$ cat config.mk
export PLATFORM = sky130hd
export DESIGN_NAME = amber48_pipe_ctrl_flat
export DESIGN_NICKNAME = d
export VERILOG_FILES = /design/src/rtl/amber48_pipe_ctrl_if.sv /design/src/rtl/amber48_pipe_ctrl.sv /design/src/flat_wrapper.sv
export SDC_FILE = /design/constraint.sdc
export NUM_CORES = 1
export LEC_CHECK = 0
export CORE_AREA = 2 2 93 95
export DETAILED_ROUTE_END_ITERATION = 6
export DIE_AREA = 0 0 95 97
export DONT_BUFFER_PORTS = 1
export PLACE_DENSITY = 0.67
export REMOVE_ABC_BUFFERS = 1
export SLEW_MARGIN = 20
export SYNTH_ARGS = -nofsm -noshare
export SYNTH_HDL_FRONTEND = slang
export SYNTH_SLANG_ARGS = --single-unit
$ cat constraint.sdc
create_clock -name clk -period 5.2 [get_ports clk]
set_input_delay 0.26 -clock clk [delete_from_list [all_inputs] [get_ports clk]]
set_output_delay 0.26 -clock clk [all_outputs]
set_load 0.03 [all_outputs]
$ cat src/rtl/amber48_pipe_ctrl_if.sv
`default_nettype none
// ============================================================================
//  Module      : amber48_pipe_ctrl_if
//  Description : Signal bundle between the amber48 decode/execute/LSU stages
//                and the pipeline hazard/control sequencer.
//                master : the core side (drives stage fields, consumes controls)
//                slave  : the sequencer (consumes stage fields, drives controls)
//  Ports       : ID fields   id_valid, id_rs1, id_rs2, id_rd, id_uses_rs2,
//                            id_writes, id_load
//                EX fields   ex_valid, ex_rd, ex_writeback_en, ex_load,
//                            ex_branch_taken, ex_branch_target, ex_trap,
//                            ex_trap_cause, ex_pc
//                LSU         lsu_wb_valid, lsu_wb_rd
//                Controls    stall_if, stall_id, flush_id, flush_ex,
//                            redirect_valid, redirect_pc, trap_active,
//                            epc, cause, loads_pending
//  Revision    : 1.0  initial release
// ============================================================================
interface amber48_pipe_ctrl_if #(
  parameter int MAX_LOADS = 2
) ();
  localparam int CW = $clog2(MAX_LOADS + 1);

  // Decode stage
  logic          id_valid;
  logic [3:0]    id_rs1;
  logic [3:0]    id_rs2;
  logic [3:0]    id_rd;
  logic          id_uses_rs2;
  logic          id_writes;
  logic          id_load;

  // Execute stage
  logic          ex_valid;
  logic [3:0]    ex_rd;
  logic          ex_writeback_en;
  logic          ex_load;
  logic          ex_branch_taken;
  logic [47:0]   ex_branch_target;
  logic          ex_trap;
  logic [2:0]    ex_trap_cause;
  logic [47:0]   ex_pc;

  // Load writeback
  logic          lsu_wb_valid;
  logic [3:0]    lsu_wb_rd;

  // Controls
  logic          stall_if;
  logic          stall_id;
  logic          flush_id;
  logic          flush_ex;
  logic          redirect_valid;
  logic [47:0]   redirect_pc;
  logic          trap_active;
  logic [47:0]   epc;
  logic [2:0]    cause;
  logic [CW-1:0] loads_pending;

  modport master (
    output id_valid, id_rs1, id_rs2, id_rd, id_uses_rs2, id_writes, id_load,
    output ex_valid, ex_rd, ex_writeback_en, ex_load, ex_branch_taken,
    output ex_branch_target, ex_trap, ex_trap_cause, ex_pc,
    output lsu_wb_valid, lsu_wb_rd,
    input  stall_if, stall_id, flush_id, flush_ex, redirect_valid,
    input  redirect_pc, trap_active, epc, cause, loads_pending
  );

  modport slave (
    input  id_valid, id_rs1, id_rs2, id_rd, id_uses_rs2, id_writes, id_load,
    input  ex_valid, ex_rd, ex_writeback_en, ex_load, ex_branch_taken,
    input  ex_branch_target, ex_trap, ex_trap_cause, ex_pc,
    input  lsu_wb_valid, lsu_wb_rd,
    output stall_if, stall_id, flush_id, flush_ex, redirect_valid,
    output redirect_pc, trap_active, epc, cause, loads_pending
  );
endinterface
`default_nettype wire

$ cat src/rtl/amber48_pipe_ctrl.sv
`default_nettype none
// ============================================================================
//  Module      : amber48_pipe_ctrl
//  Description : Hazard and control sequencer for the amber48 five-stage core.
//                Keeps a scoreboard of registers with loads in flight, limits
//                the number of outstanding loads, produces IF/ID/EX stall and
//                flush controls, and folds taken branches and traps into one
//                PC redirect toward the fetch unit.
//  Ports       : clk    core clock, rising-edge state updates
//                rst_n  asynchronous active-low reset
//                bus    amber48_pipe_ctrl_if.slave (stage fields in,
//                       stall/flush/redirect/trap status out)
//  Revision    : 1.0  initial release
// ============================================================================
module amber48_pipe_ctrl #(
  parameter int          MAX_LOADS   = 2,
  parameter logic [47:0] TRAP_VECTOR = 48'h0
) (
  input  wire logic             clk,
  input  wire logic             rst_n,
  amber48_pipe_ctrl_if.slave    bus
);
  localparam int CW = $clog2(MAX_LOADS + 1);

  localparam logic [1:0] c_st_run      = 2'd0;
  localparam logic [1:0] c_st_drain    = 2'd1;
  localparam logic [1:0] c_st_redirect = 2'd2;

  localparam logic [2:0] c_trap_none   = 3'd0;

  localparam logic [CW:0] c_max_loads  = (CW + 1)'(MAX_LOADS);

  logic [1:0]    r_state;
  logic [1:0]    w_state_nxt;
  logic [15:0]   r_pend;
  logic [15:0]   w_pend_nxt;
  logic [CW-1:0] r_count;
  logic [CW-1:0] w_count_nxt;
  logic [47:0]   r_epc;
  logic [2:0]    r_cause;

  logic          w_run;
  logic          w_ld_iss;
  logic          w_trap_take;
  logic          w_branch_take;
  logic          w_busy_rs1;
  logic          w_busy_rs2;
  logic          w_busy_rd;
  logic          w_raw_hazard;
  logic [CW:0]   w_count_eff;
  logic          w_limit_hazard;
  logic          w_hazard;

  assign w_run         = (r_state == c_st_run);
  assign w_ld_iss      = w_run & bus.ex_valid & bus.ex_load & bus.ex_writeback_en & ~bus.ex_trap;
  assign w_trap_take   = w_run & bus.ex_valid & bus.ex_trap;
  assign w_branch_take = w_run & bus.ex_valid & bus.ex_branch_taken & ~bus.ex_trap;

  // A register is busy if a load to it is already in flight or is issuing
  // from EX right now (the scoreboard bit only appears next cycle).
  assign w_busy_rs1 = (bus.id_rs1 != 4'd0) &
                      (r_pend[bus.id_rs1] | (w_ld_iss & (bus.id_rs1 == bus.ex_rd)));
  assign w_busy_rs2 = (bus.id_rs2 != 4'd0) &
                      (r_pend[bus.id_rs2] | (w_ld_iss & (bus.id_rs2 == bus.ex_rd)));
  assign w_busy_rd  = (bus.id_rd != 4'd0) &
                      (r_pend[bus.id_rd] | (w_ld_iss & (bus.id_rd == bus.ex_rd)));

  assign w_raw_hazard = w_run & bus.id_valid &
                        (w_busy_rs1 | (bus.id_uses_rs2 & w_busy_rs2) | (bus.id_writes & w_busy_rd));

  // Count the load issuing this cycle too, so a second load cannot slip in
  // behind one that has not reached the counter yet.
  assign w_count_eff    = {1'b0, r_count} + {{CW{1'b0}}, w_ld_iss};
  assign w_limit_hazard = w_run & bus.id_valid & bus.id_load & (w_count_eff >= c_max_loads);
  assign w_hazard       = w_raw_hazard | w_limit_hazard;

  // Scoreboard: issue sets, writeback clears; an issue to the same register
  // in the same cycle wins. r0 is hard-wired clear.
  always_comb begin
    w_pend_nxt = r_pend;
    if (bus.lsu_wb_valid) begin
      w_pend_nxt[bus.lsu_wb_rd] = 1'b0;
    end
    if (w_ld_iss) begin
      w_pend_nxt[bus.ex_rd] = 1'b1;
    end
    w_pend_nxt[0] = 1'b0;
  end

  // Outstanding-load counter; a writeback with nothing in flight is ignored.
  always_comb begin
    w_count_nxt = r_count;
    if (w_ld_iss && !bus.lsu_wb_valid) begin
      w_count_nxt = r_count + CW'(1);
    end else if (!w_ld_iss && bus.lsu_wb_valid && (r_count != '0)) begin
      w_count_nxt = r_count - CW'(1);
    end
  end

  always_ff @(posedge clk or negedge rst_n) begin
    if (!rst_n) begin
      r_pend  <= '0;
      r_count <= '0;
      r_epc   <= '0;
      r_cause <= c_trap_none;
    end else begin
      r_pend  <= w_pend_nxt;
      r_count <= w_count_nxt;
      if (w_trap_take) begin
        r_epc   <= bus.ex_pc;
        r_cause <= bus.ex_trap_cause;
      end
    end
  end

  // FSM state register
  always_ff @(posedge clk or negedge rst_n) begin
    if (!rst_n) begin
      r_state <= c_st_run;
    end else begin
      r_state <= w_state_nxt;
    end
  end

  // FSM next state; DRAIN waits on the registered count so every load
  // in flight at the trap has written back before the redirect.
  always_comb begin
    w_state_nxt = r_state;
    case (r_state)
      c_st_run: begin
        if (w_trap_take) begin
          w_state_nxt = c_st_drain;
        end
      end
      c_st_drain: begin
        if (r_count == '0) begin
          w_state_nxt = c_st_redirect;
        end
      end
      c_st_redirect: begin
        w_state_nxt = c_st_run;
      end
      default: begin
        w_state_nxt = c_st_run;
      end
    endcase
  end

  // FSM outputs; in RUN the priority is trap > taken branch > hazard.
  always_comb begin
    bus.stall_if       = 1'b0;
    bus.stall_id       = 1'b0;
    bus.flush_id       = 1'b0;
    bus.flush_ex       = 1'b0;
    bus.redirect_valid = 1'b0;
    bus.redirect_pc    = '0;
    bus.trap_active    = 1'b0;
    case (r_state)
      c_st_run: begin
        if (w_trap_take) begin
          bus.stall_if = 1'b1;
          bus.flush_id = 1'b1;
          bus.flush_ex = 1'b1;
        end else if (w_branch_take) begin
          bus.redirect_valid = 1'b1;
          bus.redirect_pc    = bus.ex_branch_target;
          bus.flush_id       = 1'b1;
          bus.flush_ex       = 1'b1;
        end else if (w_hazard) begin
          bus.stall_if = 1'b1;
          bus.stall_id = 1'b1;
          bus.flush_ex = 1'b1;
        end
      end
      c_st_drain: begin
        bus.trap_active = 1'b1;
        bus.stall_if    = 1'b1;
        bus.flush_id    = 1'b1;
        bus.flush_ex    = 1'b1;
      end
      c_st_redirect: begin
        bus.trap_active    = 1'b1;
        bus.redirect_valid = 1'b1;
        bus.redirect_pc    = TRAP_VECTOR;
        bus.flush_id       = 1'b1;
        bus.flush_ex       = 1'b1;
      end
      default: begin
        bus.stall_if = 1'b0;
      end
    endcase
  end

  assign bus.epc           = r_epc;
  assign bus.cause         = r_cause;
  assign bus.loads_pending = r_count;

endmodule
`default_nettype wire

$ cat src/flat_wrapper.sv
// flat-port wrapper written by rule: the top's interface ports become plain ports
module amber48_pipe_ctrl_flat 
#(
  parameter int          MAX_LOADS   = 2,
  parameter logic [47:0] TRAP_VECTOR = 48'h0
)
  (clk, rst_n, bus_id_valid, bus_id_rs1, bus_id_rs2, bus_id_rd, bus_id_uses_rs2, bus_id_writes, bus_id_load, bus_ex_valid, bus_ex_rd, bus_ex_writeback_en, bus_ex_load, bus_ex_branch_taken, bus_ex_branch_target, bus_ex_trap, bus_ex_trap_cause, bus_ex_pc, bus_lsu_wb_valid, bus_lsu_wb_rd, bus_stall_if, bus_stall_id, bus_flush_id, bus_flush_ex, bus_redirect_valid, bus_redirect_pc, bus_trap_active, bus_epc, bus_cause, bus_loads_pending);
  amber48_pipe_ctrl_if #(.MAX_LOADS(MAX_LOADS)) bus_i ();
  input  wire logic clk;
  input  wire logic rst_n;
  input wire logic [$bits(bus_i.id_valid)-1:0] bus_id_valid;
  input wire logic [$bits(bus_i.id_rs1)-1:0] bus_id_rs1;
  input wire logic [$bits(bus_i.id_rs2)-1:0] bus_id_rs2;
  input wire logic [$bits(bus_i.id_rd)-1:0] bus_id_rd;
  input wire logic [$bits(bus_i.id_uses_rs2)-1:0] bus_id_uses_rs2;
  input wire logic [$bits(bus_i.id_writes)-1:0] bus_id_writes;
  input wire logic [$bits(bus_i.id_load)-1:0] bus_id_load;
  input wire logic [$bits(bus_i.ex_valid)-1:0] bus_ex_valid;
  input wire logic [$bits(bus_i.ex_rd)-1:0] bus_ex_rd;
  input wire logic [$bits(bus_i.ex_writeback_en)-1:0] bus_ex_writeback_en;
  input wire logic [$bits(bus_i.ex_load)-1:0] bus_ex_load;
  input wire logic [$bits(bus_i.ex_branch_taken)-1:0] bus_ex_branch_taken;
  input wire logic [$bits(bus_i.ex_branch_target)-1:0] bus_ex_branch_target;
  input wire logic [$bits(bus_i.ex_trap)-1:0] bus_ex_trap;
  input wire logic [$bits(bus_i.ex_trap_cause)-1:0] bus_ex_trap_cause;
  input wire logic [$bits(bus_i.ex_pc)-1:0] bus_ex_pc;
  input wire logic [$bits(bus_i.lsu_wb_valid)-1:0] bus_lsu_wb_valid;
  input wire logic [$bits(bus_i.lsu_wb_rd)-1:0] bus_lsu_wb_rd;
  output wire logic [$bits(bus_i.stall_if)-1:0] bus_stall_if;
  output wire logic [$bits(bus_i.stall_id)-1:0] bus_stall_id;
  output wire logic [$bits(bus_i.flush_id)-1:0] bus_flush_id;
  output wire logic [$bits(bus_i.flush_ex)-1:0] bus_flush_ex;
  output wire logic [$bits(bus_i.redirect_valid)-1:0] bus_redirect_valid;
  output wire logic [$bits(bus_i.redirect_pc)-1:0] bus_redirect_pc;
  output wire logic [$bits(bus_i.trap_active)-1:0] bus_trap_active;
  output wire logic [$bits(bus_i.epc)-1:0] bus_epc;
  output wire logic [$bits(bus_i.cause)-1:0] bus_cause;
  output wire logic [$bits(bus_i.loads_pending)-1:0] bus_loads_pending;
  assign bus_i.id_valid = bus_id_valid;
  assign bus_i.id_rs1 = bus_id_rs1;
  assign bus_i.id_rs2 = bus_id_rs2;
  assign bus_i.id_rd = bus_id_rd;
  assign bus_i.id_uses_rs2 = bus_id_uses_rs2;
  assign bus_i.id_writes = bus_id_writes;
  assign bus_i.id_load = bus_id_load;
  assign bus_i.ex_valid = bus_ex_valid;
  assign bus_i.ex_rd = bus_ex_rd;
  assign bus_i.ex_writeback_en = bus_ex_writeback_en;
  assign bus_i.ex_load = bus_ex_load;
  assign bus_i.ex_branch_taken = bus_ex_branch_taken;
  assign bus_i.ex_branch_target = bus_ex_branch_target;
  assign bus_i.ex_trap = bus_ex_trap;
  assign bus_i.ex_trap_cause = bus_ex_trap_cause;
  assign bus_i.ex_pc = bus_ex_pc;
  assign bus_i.lsu_wb_valid = bus_lsu_wb_valid;
  assign bus_i.lsu_wb_rd = bus_lsu_wb_rd;
  assign bus_stall_if = bus_i.stall_if;
  assign bus_stall_id = bus_i.stall_id;
  assign bus_flush_id = bus_i.flush_id;
  assign bus_flush_ex = bus_i.flush_ex;
  assign bus_redirect_valid = bus_i.redirect_valid;
  assign bus_redirect_pc = bus_i.redirect_pc;
  assign bus_trap_active = bus_i.trap_active;
  assign bus_epc = bus_i.epc;
  assign bus_cause = bus_i.cause;
  assign bus_loads_pending = bus_i.loads_pending;
  amber48_pipe_ctrl #(.MAX_LOADS(MAX_LOADS), .TRAP_VECTOR(TRAP_VECTOR)) u_core (.clk(clk), .rst_n(rst_n), .bus(bus_i));
endmodule
Word-level counts from Yosys, hierarchy flattened
Index checks and enable logic that the tools add are counted.
- flip-flop bits (word level): 70
- bits of input ports: 131
- output and inout bits: 107
- word-level logic and storage cells: 103
- $add $sub $neg: 3
- $lt $le $gt $ge: 8
- eq/ne operators: 7
- multiplexer cells: 35
- bitwise gates (word level): 29
- reductions and logical operators: 16
- operator list (operator ; number):
    48-bit 2-to-1 mux ; 3
    16-bit 2-to-1 mux ; 2
    4-bit by 5-bit less-than comparator with 1-bit output, second input constant ; 5
    1-bit AND ; 19
    16-bit AND ; 1
    1-bit 2-to-1 mux ; 16
    16-bit inverter ; 1
    16-bit OR ; 1
    1-bit binary-select mux with 4-bit select ; 3
    4-bit equality test ; 3
    4-bit nonzero test ; 3
    1-bit demux with 4-bit select ; 2
    4-bit by 1-bit >= comparator with 1-bit output, second input constant ; 2
    2-bit 2-to-1 mux ; 4
    1-bit case mux with 2 select lines ; 4
    1-bit OR ; 6
    1-bit logical AND ; 5
    2-bit logical NOT ; 2
    2-bit case mux with 2 select lines ; 1
    2-bit nonzero test ; 2
    2-bit by 1-bit adder with 3-bit output ; 1
    3-bit by 2-bit >= comparator with 1-bit output, second input constant ; 1
    2-bit by 1-bit adder with 2-bit output, second input constant ; 1
    2-bit by 1-bit equality test with 1-bit output, second input constant ; 1
    8 further kinds ; 9

Longest topological paths before layout
- depth after elaboration: 17
- gate-level depth with buffers: 9
- mapped depth without buffers: 7

Worst setup path before layout
OpenSTA, ideal clock, no wires.
- path type: register -> output
- from: reg u_core.r_state[0]
- to: out bus_flush_ex
- data arrival time: 2398 ps
- required time: 4940 ps
- path slack: 2542 ps
- stages on the path, launching flop included: 10
- buffers on the path: 2
- path through: dfrtp_1 -> inv_1 -> ha_1 -> buf_6 -> and3b_1 -> buf_6 -> nand2_2 -> o32ai_1 -> nor3_1 -> a311oi_1
- longest elaborated chain between the ends: 17
- elaborated cells on any way between the ends: 35
- classes of those cells: 1 x add/sub; 1 x order compare; 2 x eq/ne; 4 x mux; 25 x bitwise; 2 x reduce/logical
- RTL lines (item ; line ; RTL):
    start, declared ; amber48_pipe_ctrl.sv:33 ; logic [1:0] r_state;
    start signal, assigned ; amber48_pipe_ctrl.sv:119 ; r_state <= c_st_run;
    start signal, assigned ; amber48_pipe_ctrl.sv:121 ; r_state <= w_state_nxt;
    2-bit logical NOT ; amber48_pipe_ctrl.sv:54, amber48_pipe_ctrl.sv:158 ;
    1-bit AND ; amber48_pipe_ctrl.sv:55, amber48_pipe_ctrl.sv:56, amber48_pipe_ctrl.sv:57 ;
    1-bit AND (3 in series) ; amber48_pipe_ctrl.sv:55 ; assign w_ld_iss = w_run & bus.ex_valid & bus.ex_load & bus.ex_writeback_en & ~bus.ex_trap;
    1-bit AND ; amber48_pipe_ctrl.sv:64 ; (r_pend[bus.id_rs2] | (w_ld_iss & (bus.id_rs2 == bus.ex_rd)));
    1-bit OR ; amber48_pipe_ctrl.sv:64 ;
    1-bit AND ; amber48_pipe_ctrl.sv:63 ; assign w_busy_rs2 = (bus.id_rs2 != 4'd0) &
    1-bit AND ; amber48_pipe_ctrl.sv:69 ; (w_busy_rs1 | (bus.id_uses_rs2 & w_busy_rs2) | (bus.id_writes & w_busy_rd));
    1-bit OR (2 in series) ; amber48_pipe_ctrl.sv:69 ;
    1-bit AND ; amber48_pipe_ctrl.sv:68 ; assign w_raw_hazard = w_run & bus.id_valid &
    1-bit OR ; amber48_pipe_ctrl.sv:75 ; assign w_hazard = w_raw_hazard | w_limit_hazard;
    1-bit 2-to-1 mux ; amber48_pipe_ctrl.sv:169 ; end else if (w_hazard) begin
    1-bit 2-to-1 mux ; amber48_pipe_ctrl.sv:164 ; end else if (w_branch_take) begin
    1-bit 2-to-1 mux ; amber48_pipe_ctrl.sv:160 ; if (w_trap_take) begin
    1-bit case mux with 2 select lines (*) ; amber48_pipe_ctrl.sv:158 ; case (r_state)
    end, declared ; flat_wrapper.sv:32 ; output wire logic [$bits(bus_i.flush_ex)-1:0] bus_flush_ex;
Mark *: on every way between the ends. The rest lies on a longest branch, timed or not.

Final worst setup path
- from: reg u_core.r_state[1]
- to: out bus_flush_ex
The elaborated chain is that of the path after synthesis.

==> metrics.yaml <==
cp-start-kind: "register"
cp.required_ns: 4.94
grt_max_degree: 71
synthFlopType: "dfrtp_1"
initial_core_util: 0.4796
vdd_drop_max_uv: 372.5
p_int_mw: 1.259
drt-pass1-iter-count: 4
cts_tree: "built"
skew_ns: 0.008601
final.setup.tns_ns: 0
dpl_cell_area_um2: 3911
via_count: 2799
startpoint: "u_core.r_state[1]$_DFFE_PN0P_"
cts-buffers-inserted: 9
grt_pass1_vias: 2814
ios: 238
clkPwrFrac: 0.177
avgSynthCellArea_um2: 11.41
hold_ws_ns: 0.04364
worstPathMaxFanout: 8
grt_overflow_total: 0
place_congestion: 0.8815
avgViaCountPerCell: 6.318
crit_type: "register to output pin"
clk_pin_slew_worst_paths_ns: 0.07
synth_top_area_frac: 0.4490
wirelength_um: 10340
period_needed_ns: 3.388
hpwl_um: 7958
syn2layout_area_growth_pct: 6.511
power.density_nw_per_um2: 569.0
clock_sinks: 70
maxCapViolCount: 0
fill_cells: 735
drive_gt1_frac: 0.2589
core_area_um2: 8134
clock_path_buffers: 2
portBuffers: 0
sequentialPowerShare: 0.570
switching_share: 0.4674
rsz0062_at_grt: "false"
ys_async_sr_fraction: 1.000
setup.worst_path.end_class: "output pin"
htreeDepth: 3
worstHoldPathType: "primary input to register"
netlist_instances: 342
drt_iter0_drc: 130
synth_common_cells: "dfrtp_1 (70), mux2_2 (54), and3_1 (49)"
status: "finished, final reports clean"
ys_seq_elements: 70
fin_area_um2: 4155
wire_per_inst_um: 23.34
die_h_um: 97
row_count: 33
grt.total_usage: 0.2127
synth_edf_count: 0
clock_latency_ns: 0.32
num-nets-final: 467
tightest_slew_ns: 1.136
mappedNetlistArea_um2: 3901
drc: 0
power_leakage_nw: 1.882
fp.dieW_um: 95
root_buffer: "clkbuf_8"
yosysSeqAreaShare: 0.4490
synth.most_common_cell: "dfrtp_1"
min_from: "bus_ex_rd[0]"
max_freq_ghz: 0.2952
yosysWarnings: 0
drv_slew: 0
yosys.cell_types.count: 48
p_switching_mw: 1.105
drtAntennaViolNets: 0
yosysTopAreaCell: "dfrtp_1"
grt_pass1_wl_um: 15010
slew_headroom: 0.2374
grt_antenna_before_repair: 1
die-area_um2: 9215
synth_area_leaders: "dfrtp_1 (45%), mux2_2 (16%), and3_1 (7.9%)"
combPwrFrac: 0.252
finalCritPeriodShare: 0.6516
arrival_ns: 3.13
hold_violations: 0
r2r-start: "u_core.r_state[0]$_DFFE_PN0P_"
setup_viol: 0
==> cell usage in the layout (no fill, tap or decap), drive strengths merged, types with 6 or more instances in the layout <==
cell / instances
xnor2: 13
and3: 49
nor2: 7
clkbuf: 11
mux2: 55
nand2b: 6
mux2i: 6
dfrtp: 70
nand2: 10
mux4: 8
a21oi: 7
o21ai: 29
==> worst paths after layout <==
kind / end / slack [ns] / depth (start not counted)
max in group asynchronous: u_core.r_pend[4]$_DFF_PN0_ / 4.44 / 2
max reg2reg: u_core.r_state[0]$_DFFE_PN0P_ / 3.13 / 7
min in group asynchronous: u_core.bus.epc[22]$_DFFE_PN0P_ / 0.49 / 2
max: bus_flush_ex / 1.81 / 7
min reg2reg: u_core.r_state[0]$_DFFE_PN0P_ / 0.58 / 1
min: u_core.r_pend[4]$_DFF_PN0_ / 0.04 / 1
==> area by class of cell <==
cell class / count / area (um^2) / share of cell area
clock inverter: 5 / 60.06 / 0.01445
inverter: 3 / 11.26 / 0.002710
timing repair buffer: 5 / 62.56 / 0.01506
tap: 105 / 131.4 / 0.03162
antenna: 2 / 5.005 / 0.001204
clock buffer: 11 / 131.4 / 0.03162
sequential: 70 / 1752 / 0.4216
multi-input combinational: 242 / 2002 / 0.4818
==> power groups by stage <==
stage | Sequential, mW | Clock (mW) | Combinational, mW
after floorplan | 1.29 | 0 | 0.510
after global placement | 1.36 | 0 | 0.568
after detailed placement | 1.35 | 0 | 0.591
after CTS | 1.35 | 0.434 | 0.602
after global routing | 1.38 | 0.451 | 0.654
final | 1.35 | 0.419 | 0.597
==> critical path: stages (launching register included) <==
cell,delay [ns]
dfrtp_1,0.41
inv_1,0.11
ha_1,0.32
and3b_1,0.35
nand2_2,0.16
o32ai_1,0.39
nor3_1,0.12
a311oi_1,0.95
==> metal layers <==
metal  vias to the layer above  GRT usage  routed length, um
met5                         -          0                  0
met4                         0    0.08584                171
met3                        12    0.06464               1014
met2                       175     0.3508               5126
met1                      1366     0.2571               4025
li1                       1246          -                  -
==> state kept, by name, indices dropped and copies added (netlist names) <==
register                  cells
u_core.r_pend                15
u_core.bus.cause              3
u_core.r_state                2
u_core.bus.epc               48
u_core.bus.loads_pending      2
==> timing repair <==
action,4_1_cts,5_1_grt
buffers inserted,0,0
endpoints found under the hold margin,71,0
hold buffers,3,0
resized for setup,0,0
==> cell families (layout without fill, tap and decap cells) <==
group	count (synthesis)	in the layout	share of synthesized area
AND/OR/NAND/NOR	101	101	0.1556
buffers and inverters	30	24	0.03913
XOR/XNOR	13	13	0.02919
flip-flops	70	70	0.4490
AO/OA/AOI/OAI	54	54	0.08788
other	0	2	0
multiplexers	69	69	0.2232
adder cells (fa/ha/maj)	5	5	0.01604
==> through the flow <==
stage	worst slack, ns	std cells	total power, mW	utilization
finish	1.812	443	2.364	0.5108
global route	1.591	442	2.482	0.5105
CTS	1.815	441	2.390	0.5102
detailed placement	2.196	422	1.945	0.4808
global placement	2.285	422	1.923	0.4808
floorplan	1.903	315	1.802	-
Power figures use the tool's default switching activity.
